`src/rtl/sync_fifo_param.sv`:
```
// rtl/sync_fifo_param.sv - single-clock parametrised FIFO with level, thresholds, flush and sticky errors
module sync_fifo_param #(
  parameter int WIDTH      = 8,
  parameter int DEPTH_LOG2 = 9,
  parameter int AF_THRESH  = 508,
  parameter int AE_THRESH  = 4
) (
  input  logic                  clock,
  input  logic                  reset,
  input  logic                  flush,
  input  logic                  clear_errors,
  input  logic                  write_enable,
  input  logic [WIDTH-1:0]      data_in,
  input  logic                  read_enable,
  output logic [WIDTH:0]        data_out,
  output logic [DEPTH_LOG2:0]   level,
  output logic                  empty,
  output logic                  full,
  output logic                  almost_empty,
  output logic                  almost_full,
  output logic                  overflow,
  output logic                  underflow
);

  localparam int DEPTH = 1 << DEPTH_LOG2;
  typedef logic [DEPTH_LOG2:0] ptr_t;
  localparam ptr_t AF_LEVEL = ptr_t'(AF_THRESH);
  localparam ptr_t AE_LEVEL = ptr_t'(AE_THRESH);
  localparam logic [WIDTH:0] MARKER = '1;

  logic [WIDTH-1:0] mem [DEPTH];
  ptr_t             wr_ptr;
  ptr_t             rd_ptr;
  ptr_t             level_q;
  logic             rd_ok;
  logic             wr_ok;

  // Extra pointer bit distinguishes full from empty so every slot is usable.
  assign empty        = (wr_ptr == rd_ptr);
  assign full         = (wr_ptr[DEPTH_LOG2] != rd_ptr[DEPTH_LOG2]) &&
                        (wr_ptr[DEPTH_LOG2-1:0] == rd_ptr[DEPTH_LOG2-1:0]);
  assign level        = level_q;
  assign almost_empty = (level_q <= AE_LEVEL);
  assign almost_full  = (level_q >= AF_LEVEL);

  assign rd_ok = read_enable && !empty;
  assign wr_ok = write_enable && (!full || rd_ok);

  // Write port kept free of reset so the array maps onto block RAM.
  always_ff @(posedge clock) begin
    if (!reset && !flush && wr_ok) begin
      mem[wr_ptr[DEPTH_LOG2-1:0]] <= data_in;
    end
  end

  always_ff @(posedge clock) begin
    if (reset) begin
      wr_ptr    <= '0;
      rd_ptr    <= '0;
      level_q   <= '0;
      data_out  <= MARKER;
      overflow  <= 1'b0;
      underflow <= 1'b0;
    end else begin
      if (flush) begin
        wr_ptr   <= '0;
        rd_ptr   <= '0;
        level_q  <= '0;
        data_out <= MARKER;
      end else begin
        if (rd_ok) begin
          data_out <= {1'b0, mem[rd_ptr[DEPTH_LOG2-1:0]]};
          rd_ptr   <= rd_ptr + ptr_t'(1);
        end else if (read_enable) begin
          data_out <= MARKER;
        end
        if (wr_ok) begin
          wr_ptr <= wr_ptr + ptr_t'(1);
        end
        level_q <= level_q + ptr_t'(wr_ok) - ptr_t'(rd_ok);
      end

      // A fresh error in the same cycle as clear_errors keeps the flag set.
      if (clear_errors) begin
        overflow  <= 1'b0;
        underflow <= 1'b0;
      end
      if (!flush && write_enable && !wr_ok) begin
        overflow <= 1'b1;
      end
      if (!flush && read_enable && empty) begin
        underflow <= 1'b1;
      end
    end
  end

endmodule

```
`config.mk`:
```
export PLATFORM = sky130hd
export DESIGN_NAME = sync_fifo_param
export DESIGN_NICKNAME = d
export VERILOG_FILES = /design/src/rtl/sync_fifo_param.sv
export SDC_FILE = /design/constraint.sdc
export NUM_CORES = 2
export LEC_CHECK = 0
export CAP_MARGIN = 20
export CORE_MARGIN = 3
export CORE_UTILIZATION = 40
export CTS_CLUSTER_DIAMETER = 60
export DETAILED_ROUTE_END_ITERATION = 6
export PLACE_DENSITY = 0.64
export SLEW_MARGIN = 20
export SYNTH_ARGS = -nofsm -noshare
export SYNTH_HDL_FRONTEND = slang
export SYNTH_SLANG_ARGS = --single-unit
```
`constraint.sdc`:
```
create_clock -name clock -period 8.7 [get_ports clock]
set_input_delay 2.61 -clock clock [delete_from_list [all_inputs] [get_ports clock]]
set_output_delay 2.61 -clock clock [all_outputs]
set_load 0.01 [all_outputs]
```
==> flow_summary.json <==
{
  "ff2ff_setup_slack_ns": 3.74,
  "worstSetupEndpointType": "primary output",
  "place_congestion": 0.8928,
  "nFillCells": 32730,
  "synth_top_area_share_pct": 76.46,
  "seq_area_frac_synth_pct": 77.09,
  "io_pins": 39,
  "synth_area_mm2": 0.1609,
  "holdPathStages": 1,
  "grt_pass1_vias": 80410,
  "gr-max-usage-layer": "met2",
  "ys_types": 69,
  "vias": 81170,
  "stdcell_area_mm2": 0.1810,
  "firstDrtPassIters": 6,
  "fin_ws_ns": 2.391,
  "post_cts_resized": 0,
  "arrival_ns": 3.70,
  "grt_pass1_wl_mm": 627.5,
  "async_flop_share_pct": 0,
  "use_met3_pct": 4.791,
  "slew_violations": 0,
  "antenna_left": 0,
  "cts.path.max_buffers": 4,
  "grt_max_degree": 168,
  "synthTopCellsByArea": "edfxtp_1, mux4_2, mux2i_1",
  "fin_skew_ns": 0.05770,
  "cts_buffers": 401,
  "fin_crit_sh_pct": 72.52,
  "max_slew_margin_pct": 13.92,
  "wl_mm": 442.6,
  "die_area_mm2": 0.4098,
  "synth.top_cells.by_count": "edfxtp_1, mux4_2, nor2_1",
  "synth_edf_count": 4096,
  "fin_nets": 7918,
  "run_status": "finished clean",
  "grtUsageTotal_pct": 21.36,
  "leakagePower_nw": 53.33,
  "drtIter0Drc": 12250,
  "worst_hold_slack_ns": 0.4809,
  "min_from": "overflow$_SDFFE_PP0P_",
  "cp.required_ns": 6.09,
  "port_buffers": 38,
  "pre_cts_ws_ns": 1.933,
  "ctsHoldBuffers": 0,
  "grt_overflow": 0,
  "clk_latency_ns": 0.97,
  "synth_flop_cell": "edfxtp_1",
  "layoutNonFillerInstCount": 13500,
  "hp-class": "reg -> reg",
  "fin_tns_setup_ns": 0,
  "area_delta_synth_final_pct": 12.55,
  "dieHeight_um": 640.1,
  "finalSetupViolCount": 0,
  "clkTransAtPathRegs_ns": 0.06,
  "cts_tree": "built",
  "ff2ff_path_depth": 10,
  "dp.cells": 12740,
  "synth_cells": 7739,
  "avgSynthCellArea_um2": 20.79,
  "post_cts.repair.setup_buffers": 0,
  "worst_pin_slew_ns": 1.288,
  "gr-usage-met2_pct": 33.27,
  "yosys.area.top_type": "edfxtp_1",
  "placementRows": 232,
  "r2r-end": "data_out[2]$_SDFFE_PP1P_",
  "ys_ff_latch": 4146,
  "h-tree-depth": 5,
  "rsz0062_at_grt": "no",
  "max_cap_violations": 0,
  "start_util_pct": 40.21,
  "syn_nets": 7777,
  "grt_antenna_before_repair": 22,
  "use_met1_pct": 29.69,
  "period_minus_slack_ns": 6.309,
  "cts_root_buffer": "clkbuf_16",
  "place_area_mm2": 0.1675,
  "fmax_mhz": 158.5,
  "drc": 0,
  "path_class": "reg -> out",
  "min_to": "overflow$_SDFFE_PP0P_",
  "cp_max_fo": 12,
  "dieWidth_um": 640.1,
  "hpwl_mm": 269.1,
  "vdd_drop_max_mv": 0.1537,
  "power_density_mw_per_mm2": 224.3,
  "wl_per_cell_um": 32.79,
  "ys_warn_count": 0,
  "viasPerCell": 6.015,
  "drive_above_1_share_pct": 21.55,
  "yosysMostFrequentCell": "edfxtp_1",
  "core_mm2": 0.4000,
  "worstSetupStartpointType": "register",
  "clock_sinks": 4146,
  "final_hold_viol_count": 0
}
[per-layer routing]
metal,vias up,wire (µm)
met2,5250,207000
met5,-,90
li1,32380,-
met4,12,18000
met3,785,47700
met1,42740,169800
[worst max path at each step]
| stage | start | end | slack [ns] | cells past startpoint |
|---|---|---|---|---|
| floorplan | read_enable | level[9]$_SDFF_PP0_ | 3.49 | 12 |
| global placement | read_enable | level[8]$_SDFF_PP0_ | 1.65 | 17 |
| detailed placement | read_enable | level[8]$_SDFF_PP0_ | 1.93 | 17 |
| CTS | wr_ptr[2]$_SDFFE_PP0P_ | empty | 2.28 | 5 |
| global route | wr_ptr[2]$_SDFFE_PP0P_ | empty | 2.14 | 5 |
| finish | wr_ptr[2]$_SDFFE_PP0P_ | empty | 2.39 | 5 |
[layout make-up]
| type | instances | area [µm²] | share of cell area [%] |
|---|---|---|---|
| Antenna cell | 13 | 32.53 | 0.01797 |
| Sequential cell | 4146 | 124000 | 68.51 |
| Tap cell | 5265 | 6588 | 3.639 |
| Clock buffer | 481 | 10520 | 5.811 |
| Inverter | 26 | 102.6 | 0.05667 |
| Multi-Input combinational cell | 3103 | 34700 | 19.17 |
| Timing Repair Buffer | 202 | 2105 | 1.162 |
| Clock inverter | 259 | 2964 | 1.637 |
[registers in the layout, summed over array words and instances (netlist names), named ones only]
name	count
data_out	9
level	10
mem	4096
overflow	1
rd_ptr	10
underflow	1
wr_ptr	10
[cells by family after synthesis]
logic type | count (synthesis) | synth area share [%]
DFF | 4146 | 77.09
muxes | 1355 | 15.53
and+or+nand+nor | 1094 | 2.904
AOI/OAI and AO/OA | 599 | 2.605
buffers and inverters | 490 | 1.516
xor gates and xnor gates | 31 | 0.1688
adders and majority gates | 24 | 0.1914
[layout by cell type, fill, tap and decap left out, types with 30 or more instances in the layout]
cell,n
edfxtp_1,4096
mux4_2,911
nor2_1,607
mux2i_1,432
clkbuf_16,405
nand2_1,230
a22oi_1,146
buf_4,128
a21oi_1,123
clkbuf_1,66
clkinv_2,64
clkinv_1,60
a221oi_1,57
o21ai_0,55
nand3_1,53
bufinv_16,49
o22ai_1,46
o221ai_1,43
dfxtp_1,43
clkinvlp_4,38
nand4_1,35
buf_12,34
nor3_1,30
clkdlybuf4s50_1,30
[through the flow]
stage | util, % | total power [mW]
3_5_place_dp | 41.87 | 23.26
2_1_floorplan | - | 22.69
5_1_grt | 45.25 | 41.68
4_1_cts | 45.24 | 40.79
6_report | 45.26 | 40.61
3_3_place_gp | 41.87 | 23.25
[power breakdown]
group,internal [mW],total [mW],switching [mW]
registers,21.9,22.0,0.0180
logic,0.232,0.865,0.633
clock network,10.2,17.8,7.62
total,32.3,40.6,8.27
[critical path: stages, from the launching register on]
cell	delay [ns]
dfxtp_1	0.75
xor2_1	0.15
nor4_1	0.41
nand3_1	0.26
nor2_1	0.52
clkdlybuf4s50_1	0.65
(Power assumes the default switching activity.)
